==> src/rtl/atom_kbd_pkg.sv <==
// Shared types for the Atom PS/2 keyboard: decoder states, key targets and the set-2 scancode table.
// Pure declarations; no timing and no flow control.
package atom_kbd_pkg;

   localparam logic [7:0] PS2_BRK = 8'hF0;
   localparam logic [7:0] PS2_EXT = 8'hE0;
   localparam int         ROWS    = 10;
   localparam int         COLS    = 6;

   typedef enum logic [1:0] {
      ST_IDLE,
      ST_BRK,
      ST_EXT,
      ST_EXT_BRK
   } dec_state_e;

   typedef enum logic [2:0] {
      KT_NONE,
      KT_MATRIX,
      KT_LSHIFT,
      KT_RSHIFT,
      KT_LCTRL,
      KT_RCTRL,
      KT_REPT,
      KT_BREAK
   } key_kind_e;

   typedef struct packed {
      key_kind_e   kind;
      logic [3:0]  row;
      logic [2:0]  col;
   } key_tgt_t;

   function automatic key_tgt_t km(input int r, input int c);
      key_tgt_t t;
      t.kind = KT_MATRIX;
      t.row  = 4'(r);
      t.col  = 3'(c);
      return t;
   endfunction

   function automatic key_tgt_t kmod(input key_kind_e k);
      key_tgt_t t;
      t.kind = k;
      t.row  = 4'd0;
      t.col  = 3'd0;
      return t;
   endfunction

   // Key is {ext, code}; anything not listed (BAT, ACK, unused keys) maps to KT_NONE.
   function automatic key_tgt_t ps2_lookup(input logic [8:0] key);
      key_tgt_t t;
      t = kmod(KT_NONE);
      case (key)
         9'h076: t = km(0, 0);   9'h015: t = km(0, 1);   9'h034: t = km(0, 2);
         9'h04E: t = km(0, 3);   9'h026: t = km(0, 4);   9'h01A: t = km(0, 5);
         9'h00D: t = km(1, 0);   9'h04D: t = km(1, 1);   9'h02B: t = km(1, 2);
         9'h041: t = km(1, 3);   9'h01E: t = km(1, 4);   9'h035: t = km(1, 5);
         9'h175: t = km(2, 0);   9'h044: t = km(2, 1);   9'h024: t = km(2, 2);
         9'h04C: t = km(2, 3);   9'h016: t = km(2, 4);   9'h022: t = km(2, 5);
         9'h174: t = km(3, 0);   9'h031: t = km(3, 1);   9'h023: t = km(3, 2);
         9'h052: t = km(3, 3);   9'h045: t = km(3, 4);   9'h01C: t = km(3, 5);
         9'h058: t = km(4, 0);   9'h03A: t = km(4, 1);   9'h021: t = km(4, 2);
         9'h046: t = km(4, 3);   9'h04A: t = km(4, 4);   9'h01D: t = km(4, 5);
         9'h16B: t = km(5, 0);   9'h04B: t = km(5, 1);   9'h032: t = km(5, 2);
         9'h03E: t = km(5, 3);   9'h049: t = km(5, 4);   9'h02A: t = km(5, 5);
         9'h172: t = km(6, 0);   9'h042: t = km(6, 1);   9'h05B: t = km(6, 2);
         9'h03D: t = km(6, 3);   9'h055: t = km(6, 4);   9'h03C: t = km(6, 5);
         9'h05A: t = km(7, 0);   9'h03B: t = km(7, 1);   9'h05D: t = km(7, 2);
         9'h036: t = km(7, 3);   9'h00E: t = km(7, 4);   9'h02C: t = km(7, 5);
         9'h066: t = km(8, 0);   9'h043: t = km(8, 1);   9'h054: t = km(8, 2);
         9'h02E: t = km(8, 3);   9'h033: t = km(8, 4);   9'h01B: t = km(8, 5);
         9'h029: t = km(9, 0);   9'h02D: t = km(9, 1);   9'h171: t = km(9, 2);
         9'h025: t = km(9, 3);   9'h169: t = km(9, 4);   9'h15A: t = km(7, 0);
         9'h012: t = kmod(KT_LSHIFT);
         9'h059: t = kmod(KT_RSHIFT);
         9'h014: t = kmod(KT_LCTRL);
         9'h114: t = kmod(KT_RCTRL);
         9'h011: t = kmod(KT_REPT);
         9'h111: t = kmod(KT_REPT);
         9'h009: t = kmod(KT_BREAK);
         default: t = kmod(KT_NONE);
      endcase
      return t;
   endfunction

endpackage

==> src/rtl/atom_ps2_keyboard_ps2_rx.sv <==
// PS/2 byte receiver: 2-FF sync, falling-edge sampling, odd parity and stop check, idle timeout.
// byte_valid_o pulses 3 clk after the stop-bit edge reaches the pin; no backpressure, one byte per frame.
module ps2_rx #(
   parameter int TIMEOUT = 25000
) (
   input  logic       clk,
   input  logic       reset_n,
   input  logic       ps2_clk_i,
   input  logic       ps2_data_i,
   output logic [7:0] byte_o,
   output logic       byte_valid_o
);

   localparam int TW = $clog2(TIMEOUT + 1);

   // [0],[1] synchroniser stages, [2] previous synchronised value for edge detect
   logic [2:0]    clk_sync_q;
   logic [1:0]    data_sync_q;
   logic [3:0]    cnt_q, cnt_d;
   logic [7:0]    sr_q, sr_d;
   logic          par_q, par_d;
   logic [TW-1:0] timer_q, timer_d;
   logic [7:0]    byte_q, byte_d;
   logic          byte_valid_q, byte_valid_d;
   logic          fall;
   logic          din;

   assign fall = clk_sync_q[2] & ~clk_sync_q[1];
   assign din  = data_sync_q[1];

   always_comb begin
      cnt_d        = cnt_q;
      sr_d         = sr_q;
      par_d        = par_q;
      byte_d       = byte_q;
      byte_valid_d = 1'b0;
      timer_d      = (cnt_q != 4'd0) ? timer_q + TW'(1) : '0;
      if (fall) begin
         timer_d = '0;
         if (cnt_q == 4'd0) begin
            if (!din) cnt_d = 4'd1;
         end else if (cnt_q <= 4'd8) begin
            sr_d  = {din, sr_q[7:1]};
            cnt_d = cnt_q + 4'd1;
         end else if (cnt_q == 4'd9) begin
            par_d = din;
            cnt_d = cnt_q + 4'd1;
         end else begin
            cnt_d = 4'd0;
            if (din && (^{sr_q, par_q})) begin
               byte_d       = sr_q;
               byte_valid_d = 1'b1;
            end
         end
      end else if ((cnt_q != 4'd0) && (timer_q == TW'(TIMEOUT - 1))) begin
         cnt_d   = 4'd0;
         timer_d = '0;
      end
   end

   always_ff @(posedge clk or negedge reset_n) begin
      if (!reset_n) begin
         clk_sync_q   <= 3'b111;
         data_sync_q  <= 2'b11;
         cnt_q        <= 4'd0;
         sr_q         <= 8'h00;
         par_q        <= 1'b0;
         timer_q      <= '0;
         byte_q       <= 8'h00;
         byte_valid_q <= 1'b0;
      end else begin
         clk_sync_q   <= {clk_sync_q[1:0], ps2_clk_i};
         data_sync_q  <= {data_sync_q[0], ps2_data_i};
         cnt_q        <= cnt_d;
         sr_q         <= sr_d;
         par_q        <= par_d;
         timer_q      <= timer_d;
         byte_q       <= byte_d;
         byte_valid_q <= byte_valid_d;
      end
   end

   assign byte_o       = byte_q;
   assign byte_valid_o = byte_valid_q;

endmodule

==> src/rtl/atom_ps2_keyboard.sv <==
// Atom keyboard front end: decodes PS/2 make/break sequences into a 10x6 matrix and modifier lines.
// Matrix/strobe update 4 clk after the stop-bit edge, row->keyout is combinational; no backpressure.
module atom_ps2_keyboard
   import atom_kbd_pkg::*;
#(
   parameter int TIMEOUT = 25000
) (
   input  logic       clk,
   input  logic       reset_n,
   input  logic       ps2_clk,
   input  logic       ps2_data,
   input  logic [3:0] row,
   output logic [5:0] keyout,
   output logic       shift_n,
   output logic       ctrl_n,
   output logic       rept_n,
   output logic       break_n,
   output logic       key_strobe
);

   logic [7:0]          rx_byte;
   logic                rx_vld;
   dec_state_e          state_q, state_d;
   logic [9:0][5:0]     matrix_q, matrix_d;
   logic [1:0]          shift_q, shift_d;
   logic [1:0]          ctrl_q, ctrl_d;
   logic                rept_q, rept_d;
   logic                brk_q, brk_d;
   logic                strobe_q, strobe_d;
   logic                apply;
   logic                is_brk;
   logic                is_ext;
   key_tgt_t            tgt;

   ps2_rx #(.TIMEOUT(TIMEOUT)) u_rx (
      .clk          (clk),
      .reset_n      (reset_n),
      .ps2_clk_i    (ps2_clk),
      .ps2_data_i   (ps2_data),
      .byte_o       (rx_byte),
      .byte_valid_o (rx_vld)
   );

   // Prefix bytes seen in a break state restart the sequence; E0 inside EXT is just an unmapped key.
   always_comb begin
      state_d = state_q;
      apply   = 1'b0;
      is_brk  = (state_q == ST_BRK) || (state_q == ST_EXT_BRK);
      is_ext  = (state_q == ST_EXT) || (state_q == ST_EXT_BRK);
      if (rx_vld) begin
         if (rx_byte == PS2_BRK) begin
            state_d = (state_q == ST_EXT) ? ST_EXT_BRK : ST_BRK;
         end else if ((rx_byte == PS2_EXT) && (state_q != ST_EXT)) begin
            state_d = ST_EXT;
         end else begin
            apply   = 1'b1;
            state_d = ST_IDLE;
         end
      end
   end

   assign tgt = ps2_lookup({is_ext, rx_byte});

   always_comb begin
      matrix_d = matrix_q;
      shift_d  = shift_q;
      ctrl_d   = ctrl_q;
      rept_d   = rept_q;
      brk_d    = brk_q;
      strobe_d = 1'b0;
      if (apply) begin
         strobe_d = (tgt.kind != KT_NONE);
         case (tgt.kind)
            KT_MATRIX: matrix_d[tgt.row][tgt.col] = is_brk;
            KT_LSHIFT: shift_d[0] = is_brk;
            KT_RSHIFT: shift_d[1] = is_brk;
            KT_LCTRL:  ctrl_d[0]  = is_brk;
            KT_RCTRL:  ctrl_d[1]  = is_brk;
            KT_REPT:   rept_d     = is_brk;
            KT_BREAK:  brk_d      = is_brk;
            default:   strobe_d   = 1'b0;
         endcase
      end
   end

   always_ff @(posedge clk or negedge reset_n) begin
      if (!reset_n) begin
         state_q  <= ST_IDLE;
         matrix_q <= '1;
         shift_q  <= 2'b11;
         ctrl_q   <= 2'b11;
         rept_q   <= 1'b1;
         brk_q    <= 1'b1;
         strobe_q <= 1'b0;
      end else begin
         state_q  <= state_d;
         matrix_q <= matrix_d;
         shift_q  <= shift_d;
         ctrl_q   <= ctrl_d;
         rept_q   <= rept_d;
         brk_q    <= brk_d;
         strobe_q <= strobe_d;
      end
   end

   assign keyout     = (row <= 4'd9) ? matrix_q[row] : 6'b111111;
   assign shift_n    = &shift_q;
   assign ctrl_n     = &ctrl_q;
   assign rept_n     = rept_q;
   assign break_n    = brk_q;
   assign key_strobe = strobe_q;

endmodule

==> config.mk <==
export PLATFORM = sky130hd
export DESIGN_NAME = atom_ps2_keyboard
export DESIGN_NICKNAME = d
export VERILOG_FILES = /design/src/rtl/atom_kbd_pkg.sv /design/src/rtl/atom_ps2_keyboard_ps2_rx.sv /design/src/rtl/atom_ps2_keyboard.sv
export SDC_FILE = /design/constraint.sdc
export NUM_CORES = 1
export LEC_CHECK = 0
export BUFFER_PORTS_ARGS = -buffer_cell sky130_fd_sc_hd__buf_2
export CAP_MARGIN = 10
export CORE_ASPECT_RATIO = 0.7
export CORE_MARGIN = 2
export CORE_UTILIZATION = 40
export CTS_CLUSTER_DIAMETER = 60
export CTS_CLUSTER_SIZE = 30
export DETAILED_ROUTE_END_ITERATION = 10
export GPL_TIMING_DRIVEN = 0
export PLACE_DENSITY = 0.52
export REMOVE_ABC_BUFFERS = 1
export SLEW_MARGIN = 20
export SYNTH_ARGS = -nofsm -noshare
export SYNTH_HDL_FRONTEND = slang
export SYNTH_HIERARCHICAL = 1
export SYNTH_SLANG_ARGS = --single-unit
==> constraint.sdc <==
create_clock -name clk -period 8.4 [get_ports clk]
set_input_delay 0.42 -clock clk [delete_from_list [all_inputs] [get_ports clk]]
set_output_delay 0.42 -clock clk [all_outputs]
set_load 0.01 [all_outputs]
==> results.ini, run 1 <==
[status]
outcome=complete, no violations

[die]
core.rowCount=40
initial_util_pct=41.09
ios=19
die_h_um=115.4
placeable_core_area_mm2=0.01727
floorplan.die_area_mm2=0.01884
die_width_um=163.2

[cts]
ctsLongestPathBuffers=2
tritoncts=yes
cts.hold.buffers_added=0
cts-root-buf=sky130_fd_sc_hd__clkbuf_16
cts_repair_resize_count=0
cts.repair_timing.setup_buffer_count=0
clk_transition_reported_paths_ps=80
clock_sinks=111
clk-insertion-delay-late_ps=350
htree_num_levels=3
tritoncts.num_buffers=9

[timing]
final.setup.tns_ps=0
final.period_utilization_pct=51.71
finalHoldWorstSlack_ps=36.42
relSlewSlack_pct=29.17
timing.final.hold_violations=0
fin_skew_ps=9.071
final_period_minus_worst_setup_slack_ps=4344
setup_viol=0
worstMarginPinSlew_ps=1062
report.final.slew_viol_count=0
grt_setup_unrepaired=no
maxClockFrequency_mhz=230.2

[global_route]
use_met3_pct=3.973
global_route.overflow_total=0
grt_use_met1_pct=27.48
grt_max_degree=60
grt_most_used_layer=met2
number_of_global_route_vias_before_repair=5119
gr-usage-all-layers_pct=18.98
globalRouteMet2Util_pct=29.25
global_route_wire_length_before_repair_mm=28.19
antenna_found_initial=0

[yosys]
yosys-top-cells-area=sky130_fd_sc_hd__dfstp_2 26%, sky130_fd_sc_hd__dfrtp_1 14%, sky130_fd_sc_hd__mux2_2 7.6%, sky130_fd_sc_hd__mux4_2 3.8%, sky130_fd_sc_hd__nand2_1 3.2%
yosysTopAreaCell=sky130_fd_sc_hd__dfstp_2
ys_warn_count=6
ys_ff_latch=111
ys_async_sr_fraction_pct=100.0
synth_edf_count=0
synth_top_cell_area_share_pct=26.29
seq_area_frac_synth_pct=40.40
cell_area_after_synthesis_mm2=0.007096
synth_flop_cell=sky130_fd_sc_hd__dfstp_2
synthesis.area_per_instance_um2=10.28
netlist_instances=690
netlist-cell-type-count=81

[drt]
1st_pass_router_iterations=5
drt-initial-drc-count=371
remaining_drc_errors=0
vias_per_cell=5.815
avgRoutedWirePerCell_um=18.87
via_count=5245
final_antenna_violating_net_count=0
wirelength_mm=17.02

[flow_run]
drv.max_cap_violation_count=0

[final_layout]
antenna_cells=0
regArea_mm2=0.002870
final_core_utilization_pct=43.40
post-route-cell-area_mm2=0.007493
area_of_combinational_cells_with_multiple_inputs_mm2=0.003879
finalNetCount=678
layout-drive-gt1-share_pct=29.96
fill_cells=1674
areaGrowthSynthToFinish_pct=5.608

[min_path]
timing.hold.worst.class=primary input to asynchronous set/reset pin

[setup_path]
startpoint_type=flip-flop
setup.worst_path.end_class=flip-flop
critPathArrivalTime_ps=4610
timing.critical_path.required_ps=8670
cp_max_fo=25
setup.worst_path.class=flip-flop to flip-flop

[pwr]
power.density_mw_per_mm2=178.0
leakage_power_nw=2.814
ir_worst_vdd_v=0.0001469

[placement]
finalWeightedCongestion=0.9687
dp.final_hpwl_mm=11.64
placed_cell_areas_mm2=0.007219
place.port_buffers=18

==> path summary, 6_finish.rpt <==
kind,end,from,depth (start not counted),slack [ps]
worst max register to register,matrix_q[54],u_rx/byte_o[6],8,4060
worst min register to register,u_rx/data_sync_q[1],u_rx/data_sync_q[0],0,360
min in group clk,u_rx/data_sync_q[0],ps2_data,1,160
worst min-delay path,u_rx/byte_o[6],reset_n,1,40
worst max-delay path,matrix_q[54],u_rx/byte_o[6],8,4060
max in group asynchronous,matrix_q[19],reset_n,2,7630
==> metrics by stage <==
stage | instances | setup slack (ps) | total power, W
2_1_floorplan | 635 | 5199 | 0.0008605
3_3_place_gp | 884 | 3969 | 0.0009274
3_5_place_dp | 886 | 4128 | 0.0009399
4_1_cts | 902 | 4119 | 0.001350
5_1_grt | 902 | 3757 | 0.001409
6_report | 902 | 4056 | 0.001334
==> cell families (layout without fill, tap and decap cells) <==
family                   after synthesis  in the layout  synth area share, %
AO/OA/AOI/OAI                        115            115                11.62
XOR/XNOR                              24             24                3.280
adder cells (fa/ha/maj)                4              4               0.7054
buffers and inverters                 65             46                4.937
flip-flops                           111            111                40.40
multiplexers                          89             89                16.28
AND/OR/NAND/NOR                      282            282                22.78
==> routing by layer <==
layer | part of all wire (%) | routed length (um)
met3 | 5.1 | 874
met5 | 0 | 0
met4 | 1.3 | 228
met2 | 45 | 7587
met1 | 49 | 8328
==> cell usage in the layout, fill, tap and decap left out, drive strengths merged, types with 4 or more instances in the layout <==
cell     count
o31ai       15
o21ai       27
nor4         5
nand3b      10
and2         9
clkbuf      10
o22ai        4
xnor2       14
nand3       24
and3b        4
nor3        13
nor2b       28
a2111oi      7
a211oi       9
a31oi        6
xor2         9
mux2i       10
or3          4
ha           4
o2111ai      6
nor3b       11
nand2b      20
dfstp       71
buf         20
nand4       21
nand2       61
mux2        67
mux4        12
dfrtp       40
a21oi       11
or2          7
inv         12
nor2        43
==> critical path, stage by stage (launching register included) <==
cell and delay, ps:
sky130_fd_sc_hd__dfrtp_1 720, sky130_fd_sc_hd__nor3_2 950, sky130_fd_sc_hd__nand2_1 270, sky130_fd_sc_hd__o41ai_1 650, sky130_fd_sc_hd__nor2_1 300, sky130_fd_sc_hd__nand4b_1 420, sky130_fd_sc_hd__nor2b_1 500, sky130_fd_sc_hd__nand2_1 120
sky130_fd_sc_hd__mux2_1 330
==> power by group <==
| group | switching, W | internal [W] | leakage (nW) | total, W |
|---|---|---|---|---|
| clock network | 0.000200 | 0.000204 | 0.132 | 0.000404 |
| registers | 0.0000658 | 0.000571 | 1.26 | 0.000637 |
| logic | 0.000155 | 0.000139 | 1.42 | 0.000294 |
| total | 0.000421 | 0.000914 | 2.81 | 0.00133 |
==> area by class of cell <==
type,instances,area share (%)
Clock buffer,10,3.056
Clock inverter,6,0.6011
Inverter,10,0.5009
Multi-Input combinational cell,514,51.76
Sequential cell,111,38.30
Tap cell,231,3.857
Timing Repair Buffer,20,1.920
==> sequential cells by signal (all words and copies together), names as in the netlist <==
signal,flops
matrix_q,60
u_rx/timer_q,15
u_rx/byte_o,8
u_rx/sr_q,8
u_rx/cnt_q,4
u_rx/clk_sync_q,3
ctrl_q,2
shift_q,2
state_q,2
u_rx/data_sync_q,2
break_n,1
key_strobe,1
rept_n,1
u_rx/byte_valid_o,1
u_rx/par_q,1
==> cell usage after synthesis, types with 7 or more instances <==
cell type / count
sky130_fd_sc_hd__a211oi_1: 9
sky130_fd_sc_hd__a21oi_1: 11
sky130_fd_sc_hd__and2_1: 7
sky130_fd_sc_hd__buf_2: 16
sky130_fd_sc_hd__buf_4: 7
sky130_fd_sc_hd__buf_6: 8
sky130_fd_sc_hd__clkbuf_1: 23
sky130_fd_sc_hd__dfrtp_1: 40
sky130_fd_sc_hd__dfstp_2: 71
sky130_fd_sc_hd__inv_1: 10
sky130_fd_sc_hd__mux2_1: 11
sky130_fd_sc_hd__mux2_2: 48
sky130_fd_sc_hd__mux2_4: 8
sky130_fd_sc_hd__mux2i_1: 10
sky130_fd_sc_hd__mux4_2: 12
sky130_fd_sc_hd__nand2_1: 61
sky130_fd_sc_hd__nand2b_1: 20
sky130_fd_sc_hd__nand3_1: 23
sky130_fd_sc_hd__nand3b_1: 10
sky130_fd_sc_hd__nand4_1: 21
sky130_fd_sc_hd__nor2_1: 41
sky130_fd_sc_hd__nor2b_1: 27
sky130_fd_sc_hd__nor3_1: 12
sky130_fd_sc_hd__nor3b_1: 9
sky130_fd_sc_hd__o21ai_0: 27
sky130_fd_sc_hd__o31ai_1: 15
sky130_fd_sc_hd__or2_2: 7
sky130_fd_sc_hd__xnor2_1: 13
sky130_fd_sc_hd__xor2_1: 9
No activity file was read; power rests on OpenSTA's default activity.
==> inputs of run 2 (changes only) <==
Settings changed: ABC_AREA set to 1.
Clock period 8.4 ns to 4.1 ns, I/O delays scaled along.
==> run 2 against run 1 <==
Effect of this change: core utilization increased by 1.3 points; design area is 7.7% higher; critical path type unchanged; register-to-register slack worse by 3700 ps; area after synthesis is 4.2% higher; non-clock buffer count up 9; maximum frequency up 15%; die area increased by 4.1%; clock skew increased by 2.2 ps; sequential cell count unchanged; highest routed layer unchanged.
==> results.ini, run 2 <==
[status]
outcome=complete, no violations

[die]
die_h_um=117.8  ; +2.0%
floorplan.die_area_mm2=0.01961  ; +4.1%
core.rowCount=41  ; +2.5%
placeable_core_area_mm2=0.01806  ; +4.6%
ios=19  ; unchanged
initial_util_pct=40.96  ; -0.14 points
die_width_um=166.5  ; +2.0%

[final_layout]
layout-drive-gt1-share_pct=15.21  ; -15 points
final_core_utilization_pct=44.69  ; +1.3 points
finalNetCount=1125  ; +66%
largest_registers=matrix_q (60), u_rx/timer_q (15)
layout.cells.most_common=sky130_fd_sc_hd__nand2_1
regArea_mm2=0.002870  ; unchanged
antenna_cells=0  ; unchanged
post-route-cell-area_mm2=0.008070  ; +7.7%
fill_cells=1923  ; +15%
area_of_combinational_cells_with_multiple_inputs_mm2=0.003902  ; +0.61%
largest_register_ff_count=60  ; unchanged
layout.cells.most_common_list=407 x sky130_fd_sc_hd__nand2_1, 143 x sky130_fd_sc_hd__nand3_1, 127 x sky130_fd_sc_hd__nor2_1, 105 x sky130_fd_sc_hd__inv_1, 71 x sky130_fd_sc_hd__dfstp_2
areaGrowthSynthToFinish_pct=9.119
reg_with_most_ffs=matrix_q

[placement]
placed_cell_areas_mm2=0.007726  ; +7.0%
dp.final_hpwl_mm=16.80  ; +44%
place.port_buffers=18  ; unchanged
finalWeightedCongestion=0.9644  ; -0.44%

[setup_path]
cp_max_fo=40  ; +60%
startpoint_type=flip-flop
timing.critical_path.required_ps=4400  ; -4270 ps
setup.worst_path.class=flip-flop to flip-flop
critPathArrivalTime_ps=4060  ; -550 ps
setup.worst_path.end_class=flip-flop

[timing]
worstMarginPinSlew_ps=1062  ; -0.1937 ps
timing.final.hold_violations=0  ; unchanged
relSlewSlack_pct=29.11  ; -0.065 points
report.final.slew_viol_count=0  ; unchanged
final.period_utilization_pct=91.83  ; +40 points
maxClockFrequency_mhz=265.6  ; +15%
setup_viol=0  ; unchanged
fin_skew_ps=11.27  ; +2.195 ps
grt_setup_unrepaired=no
final_period_minus_worst_setup_slack_ps=3765  ; -578.8 ps

[global_route]
number_of_global_route_vias_before_repair=6582  ; +29%
gr-usage-all-layers_pct=24.00  ; +5.0 points
global_route_wire_length_before_repair_mm=37.09  ; +32%
grt_max_degree=67  ; +12%
global_route.overflow_total=0  ; unchanged
antenna_found_initial=0  ; unchanged

[drt]
drt-initial-drc-count=646  ; +74%
wirelength_mm=22.68  ; +33%
avgRoutedWirePerCell_um=16.75  ; -11%
vias_per_cell=5.196  ; -11%
final_antenna_violating_net_count=0  ; unchanged
via_count=7035  ; +34%
1st_pass_router_iterations=6  ; +1
remaining_drc_errors=0  ; unchanged

[yosys]
synthesis.area_per_instance_um2=6.651  ; -35%
ys_async_sr_fraction_pct=100.0  ; unchanged
synth_flop_cell=sky130_fd_sc_hd__dfstp_2
netlist_instances=1112  ; +61%
synthTopCellsByCount=407 x sky130_fd_sc_hd__nand2_1, 143 x sky130_fd_sc_hd__nand3_1, 127 x sky130_fd_sc_hd__nor2_1
post-synth-top-count-cell=sky130_fd_sc_hd__nand2_1
post_synthesis_share_of_cell_area_spent_on_xor_and_xnor_gates_pct=0.5921  ; -2.7 points
synth_edf_count=0  ; unchanged
synth_simple_gate_area_share_pct=45.19  ; +22 points
ys_ff_latch=111  ; unchanged
cell_area_after_synthesis_mm2=0.007396  ; +4.2%
yosysTopAreaCell=sky130_fd_sc_hd__dfstp_2
yosys-top-cells-area=sky130_fd_sc_hd__dfstp_2 25%, sky130_fd_sc_hd__nand2_1 21%, sky130_fd_sc_hd__dfrtp_1 14%, sky130_fd_sc_hd__nand3_1 9.7%, sky130_fd_sc_hd__nor2_1 6.4%
adder_cell_share_of_the_synthesized_area_pct=0.6767  ; -0.029 points
netlist-cell-type-count=38  ; -53%
ys_warn_count=6  ; unchanged
mux_contribution_to_synthesized_area_pct=0  ; -16 points
dominant_combinational_cell_family_by_area_after_synthesis=simple AND/OR/NAND/NOR gates
seq_area_frac_synth_pct=38.76  ; -1.6 points
synth_top_cell_area_share_pct=25.22  ; -1.1 points
area_fraction_in_compound_gates_after_synthesis_pct=6.226  ; -5.4 points

[cts]
clock_sinks=111  ; unchanged
htree_num_levels=3  ; unchanged
tritoncts.num_buffers=9  ; unchanged
ctsLongestPathBuffers=2  ; unchanged
cts.repair_timing.setup_buffer_count=0  ; unchanged
clk-insertion-delay-late_ps=370  ; +20 ps
clk_transition_reported_paths_ps=80  ; about the same
cts-root-buf=sky130_fd_sc_hd__clkbuf_16
tritoncts=yes

[pwr]
leakage_power_nw=4.079  ; +45%
power.density_mw_per_mm2=382.0  ; +110%
ir_worst_vdd_v=0.0002832  ; +93%

[flow_run]
drv.max_cap_violation_count=0  ; unchanged

[min_path]
timing.hold.worst.class=primary input to asynchronous set/reset pin

## run 2: cell count changes in the layout (fill, tap and decap cells not counted), sizes merged, moves of 11 or more
| cell | delta |
|---|---|
| a21oi | +14 |
| mux2 | -67 |
| nor2b | -28 |
| nor3 | +14 |
| mux4 | -12 |
| nand3 | +139 |
| nand4 | -11 |
| nand2 | +352 |
| nand2b | -20 |
| o31ai | -15 |
| xnor2 | -13 |
| nor2 | +101 |
| inv | +103 |
## run 2: final timing paths
path	from	to	slack, ps	cells past startpoint
setup / recovery	state_q[1]	matrix_q[38]	340	17
hold / removal	reset_n	u_rx/sr_q[3]	330	2
setup reg to reg	state_q[1]	matrix_q[38]	340	17
hold reg to reg	u_rx/clk_sync_q[0]	u_rx/clk_sync_q[1]	360	0
max in group asynchronous	reset_n	matrix_q[38]	3040	3
min in group clk	u_rx/clk_sync_q[0]	u_rx/clk_sync_q[1]	360	0
## run 2: stage by stage
stage | setup WS, ps | hold WS, ps | power, W | instances | setup TNS, ps
after floorplan | -1899 | -90.59 | 0.001889 | 1073 | -110500
after detailed placement | 175.0 | 172.4 | 0.002171 | 1335 | 0
after CTS | 139.1 | 331.6 | 0.003116 | 1354 | 0
after global routing | 4.894 | 359.2 | 0.003282 | 1354 | 0
final | 335.1 | 327.6 | 0.003083 | 1354 | 0
after global placement | -4374 | 310.3 | 0.002148 | 1327 | -254270
## run 2: power by group
part / leakage, nW / internal, W / switching [W]
combinational: 2.65 / 0.000228 / 0.000604
sequential: 1.28 / 0.00119 / 0.000145
clock: 0.149 / 0.000464 / 0.000457
total: 4.08 / 0.00188 / 0.00121
## run 2: cell type report
class	instances	area share [%]
Timing Repair Buffer	29	3.225
Sequential cell	111	35.57
Clock inverter	6	0.7597
Tap cell	236	3.659
Multi-Input combinational cell	848	48.36
Inverter	114	5.333
Clock buffer	10	3.101
## run 2: what timing repair did
item,4_1_cts,5_1_grt
resized for setup,0,2
hold endpoints to repair,15,0
endpoints found under the setup margin,0,17
hold buffers,3,0
## run 2: layer usage
metal	share of wire (%)	routed length [um]	track usage, %	vias up
met1	53	12090	38.76	3247
met2	38	8530	31.53	218
met3	7.8	1766	5.952	22
met4	1.3	293	5.011	0
li1	-	-	-	3548
met5	0	0	0	-
## run 2: logic make-up (layout without fill, tap and decap cells)
logic type	count (synthesis)	after routing
AOI/OAI and AO/OA	78	78
and+or+nand+nor	761	761
adders and majority gates	4	4
buffers and inverters	153	159
xor gates and xnor gates	5	5
DFF	111	111
## run 2: critical path, stage by stage (launching register included)
cell and delay (ps):
sky130_fd_sc_hd__dfrtp_1 690, sky130_fd_sc_hd__inv_4 490, sky130_fd_sc_hd__nand2_1 220, sky130_fd_sc_hd__nor2_2 350, sky130_fd_sc_hd__nand2_1 190, sky130_fd_sc_hd__nand2_1 120
sky130_fd_sc_hd__nor2_1 60, sky130_fd_sc_hd__nand2_1 120, sky130_fd_sc_hd__nor2_1 60, sky130_fd_sc_hd__nand2_1 50, sky130_fd_sc_hd__nor2_1 80, sky130_fd_sc_hd__nor3_4 390
sky130_fd_sc_hd__buf_8 230, sky130_fd_sc_hd__buf_6 220, sky130_fd_sc_hd__buf_8 200, sky130_fd_sc_hd__nand2_1 70, sky130_fd_sc_hd__nand2_1 60, sky130_fd_sc_hd__nand2_1 40
==> inputs of run 3 (changes only) <==
--- a/config.mk
+++ b/config.mk
@@ -12,3 +12,3 @@
 export CORE_MARGIN = 2
-export CORE_UTILIZATION = 40
+export CORE_UTILIZATION = 60
 export CTS_CLUSTER_DIAMETER = 60
@@ -17,3 +17,3 @@
 export GPL_TIMING_DRIVEN = 0
-export PLACE_DENSITY = 0.52
+export PLACE_DENSITY = 0.74
 export REMOVE_ABC_BUFFERS = 1
==> constraint.sdc (replaced) <==
create_clock -name clk -period 4.1 [get_ports clk]
set_input_delay 0.82 -clock clk [delete_from_list [all_inputs] [get_ports clk]]
set_output_delay 0.82 -clock clk [all_outputs]
set_load 0.01 [all_outputs]
==> run 3 against run 2 <==
Effect of this change: sequential share of layout area rose by 0.64 points; register-to-register slack worse by 80 ps; clock power down 2.6%; count of clock-buffer cells in the layout is 2 higher; via count increased by 4.5%; non-clock buffer count decreased by 3; largest power group unchanged; sequential cell count stayed put; hold slack improved by 26 ps; final cell count shrank 6.1%; power is 0.90% lower; critical endpoint is now keyout[5]; worst setup slack got worse by 84 ps.
==> results.ini, run 3 (synthesis results as in run 2) <==
[status]
outcome=complete, no violations

[cts]
cts.repair_timing.setup_buffer_count=0  ; unchanged
cts-root-buf=sky130_fd_sc_hd__clkbuf_16
clk_transition_reported_paths_ps=70  ; about the same
tritoncts=yes
clock_sinks=111  ; unchanged
ctsLongestPathBuffers=2  ; unchanged
tritoncts.num_buffers=9  ; unchanged
clk-insertion-delay-late_ps=360  ; about the same
htree_num_levels=3  ; unchanged

[setup_path]
timing.rr.end=matrix_q[0]
reg2regPathDepth=18  ; +1
crit_path_top_delay_cell=sky130_fd_sc_hd__clkinv_1
critical_path.endpoint=keyout[5]
setup.worst_path.end_class=output port
setup.worst_path.class=primary input to output port
cp_max_fo=25  ; -38%
timing.critical_path.required_ps=3280  ; -1120 ps
cp_cell_sequence=buf_2 -> clkinv_1 -> nand3_1 -> o2111ai_1 -> nand3_1 -> nand2_1 -> buf_2
worst_r2r_startpoint=state_q[1]
critPathArrivalTime_ps=3030  ; -1030 ps
crit_path_max_incr_delay_ps=780  ; +90 ps
reg2reg_slack_ps=250  ; -80 ps
startpoint_type=primary input
startpoint=row[1]

[drt]
avgRoutedWirePerCell_um=16.73  ; -0.12%
wirelength_mm=21.28  ; -6.2%
via_count=7352  ; +4.5%
remaining_drc_errors=0  ; unchanged
1st_pass_router_iterations=8  ; +2
vias_per_cell=5.780  ; +11%
final_antenna_violating_net_count=0  ; unchanged
drt-initial-drc-count=874  ; +35%

[timing]
final_period_minus_worst_setup_slack_ps=3849  ; +84.21 ps
timing.final.hold_violations=0  ; unchanged
worstMarginPinSlew_ps=1050  ; -11.89 ps
finalHoldWorstSlack_ps=353.3  ; +25.65 ps
grt_setup_unrepaired=no
fin_skew_ps=9.602  ; -1.664 ps
maxClockFrequency_mhz=259.8  ; -2.2%
report.final.slew_viol_count=0  ; unchanged
setup_viol=0  ; unchanged
final.period_utilization_pct=93.88  ; +2.1 points
relSlewSlack_pct=29.90  ; +0.79 points
timing.final.ws_setup_ps=250.8  ; -84.21 ps

[min_path]
timing.hold.worst.class=flip-flop to flip-flop

[placement]
finalWeightedCongestion=1.032  ; +7.0%
place.port_buffers=18  ; unchanged
placed_cell_areas_mm2=0.007631  ; -1.2%
preCtsSetupSlack_ps=206.9  ; +31.81 ps
dp.final_hpwl_mm=15.63  ; -6.9%

[final_layout]
fill_cells=1049  ; -45%
largest_register_ff_count=60  ; unchanged
antenna_cells=0  ; unchanged
final_core_utilization_pct=66.90  ; +22 points
post-route-cell-area_mm2=0.007928  ; -1.8%
layout-drive-gt1-share_pct=14.98  ; -0.23 points
layout.cells.most_common=sky130_fd_sc_hd__nand2_1
largest_registers=matrix_q (60), u_rx/timer_q (15)
reg_with_most_ffs=matrix_q
areaGrowthSynthToFinish_pct=7.190
layout.cells.most_common_list=407 x sky130_fd_sc_hd__nand2_1, 143 x sky130_fd_sc_hd__nand3_1, 127 x sky130_fd_sc_hd__nor2_1, 105 x sky130_fd_sc_hd__inv_1, 71 x sky130_fd_sc_hd__dfstp_2
finalNetCount=1122  ; -0.27%

[pwr]
power.density_mw_per_mm2=385.4  ; +0.89%
netSwitchingFraction_pct=38.04  ; -1.1 points
p_total_w=0.003055  ; -0.90%
switchingPower_w=0.001162  ; -3.6%
power_frac_comb_pct=27.2  ; +0.2 points
seq_power_share_pct=43.4  ; +0.2 points
p_int_w=0.001893  ; +0.83%
pwr-share-clk_pct=29.4  ; -0.5 points
leakage_power_nw=4.058  ; -0.53%
ir_worst_vdd_v=0.0005235  ; +85%

[global_route]
grt_most_used_layer=met1
use_met3_pct=8.857  ; +2.9 points
grt_max_degree=70  ; +4.5%
gr-usage-all-layers_pct=33.47  ; +9.5 points
globalRouteMet2Util_pct=43.96  ; +12 points
grt_use_met1_pct=53.25  ; +14 points
number_of_global_route_vias_before_repair=6603  ; +0.32%
antenna_found_initial=0  ; unchanged
global_route_wire_length_before_repair_mm=34.57  ; -6.8%
global_route.overflow_total=0  ; unchanged

[die]
placeable_core_area_mm2=0.01185  ; -34%
floorplan.die_area_mm2=0.01324  ; -32%
die_width_um=136.7  ; -18%
core.rowCount=33  ; -20%
ios=19  ; unchanged
initial_util_pct=62.41  ; +21 points
die_h_um=96.89  ; -18%

[flow_run]
drv.max_cap_violation_count=0  ; unchanged

[run 3: cell types whose count changed in the layout (fill, tap and decap cells not counted), sizes merged]
| cell | change |
|---|---|
| dlygate4sd3 | -3 |
| inv | -1 |
| bufinv | +1 |
| clkinv | -2 |
| clkbuf | +2 |
[run 3: cell type report]
| class | count | area (um^2) | share of cell area [%] |
|---|---|---|---|
| clock buffer | 12 | 236.5 | 2.983 |
| timing repair buffer | 26 | 234.0 | 2.951 |
| multi-input combinational | 848 | 3902 | 49.23 |
| tap | 157 | 196.4 | 2.478 |
| inverter | 114 | 430.4 | 5.429 |
| sequential | 111 | 2870 | 36.21 |
| clock inverter | 4 | 57.56 | 0.7260 |
[run 3: worst min-delay path by stage]
stage | start | endpoint | depth (start not counted)
CTS | u_rx/clk_sync_q[0] | u_rx/clk_sync_q[1] | 0
floorplan | u_rx/clk_sync_q[0] | u_rx/clk_sync_q[1] | 0
finish | u_rx/clk_sync_q[0] | u_rx/clk_sync_q[1] | 0
global route | u_rx/clk_sync_q[0] | u_rx/clk_sync_q[1] | 0
global placement | u_rx/data_sync_q[0] | u_rx/data_sync_q[1] | 0
detailed placement | u_rx/data_sync_q[0] | u_rx/data_sync_q[1] | 0
[run 3: worst max-delay path, delay by kind of cell]
family                 cells  cell delay [ps]
AOI/OAI and AO/OA          1              310
buffers and inverters      3             1270
and+or+nand+nor            3              620
[run 3: stage by stage]
stage | setup TNS, ps | instances
detailed placement | 0 | 1256
CTS | 0 | 1272
floorplan | -110500 | 1073
global placement | -236460 | 1248
finish | 0 | 1272
global route | 0 | 1272
[run 3: timing repair]
action	CTS	global route
hold buffers	0	0
resized for setup	0	2
setup endpoints to repair	0	18
endpoints found under the hold margin	0	0
[run 3: power groups by stage]
stage | Sequential, W | Clock, W | Combinational (W)
after detailed placement | 0.00134 | 0 | 0.000817
final | 0.00133 | 0.000897 | 0.000831
after global placement | 0.00138 | 0 | 0.000745
after floorplan | 0.00133 | 0 | 0.000561
after global routing | 0.00134 | 0.000954 | 0.000934
after CTS | 0.00132 | 0.000905 | 0.000819
[run 3: layer usage]
layer / vias up / wire length (um)
met1: 3387 / 10200
met5: - / 0
met2: 370 / 8187
li1: 3544 / -
met3: 51 / 2440
met4: 0 / 455
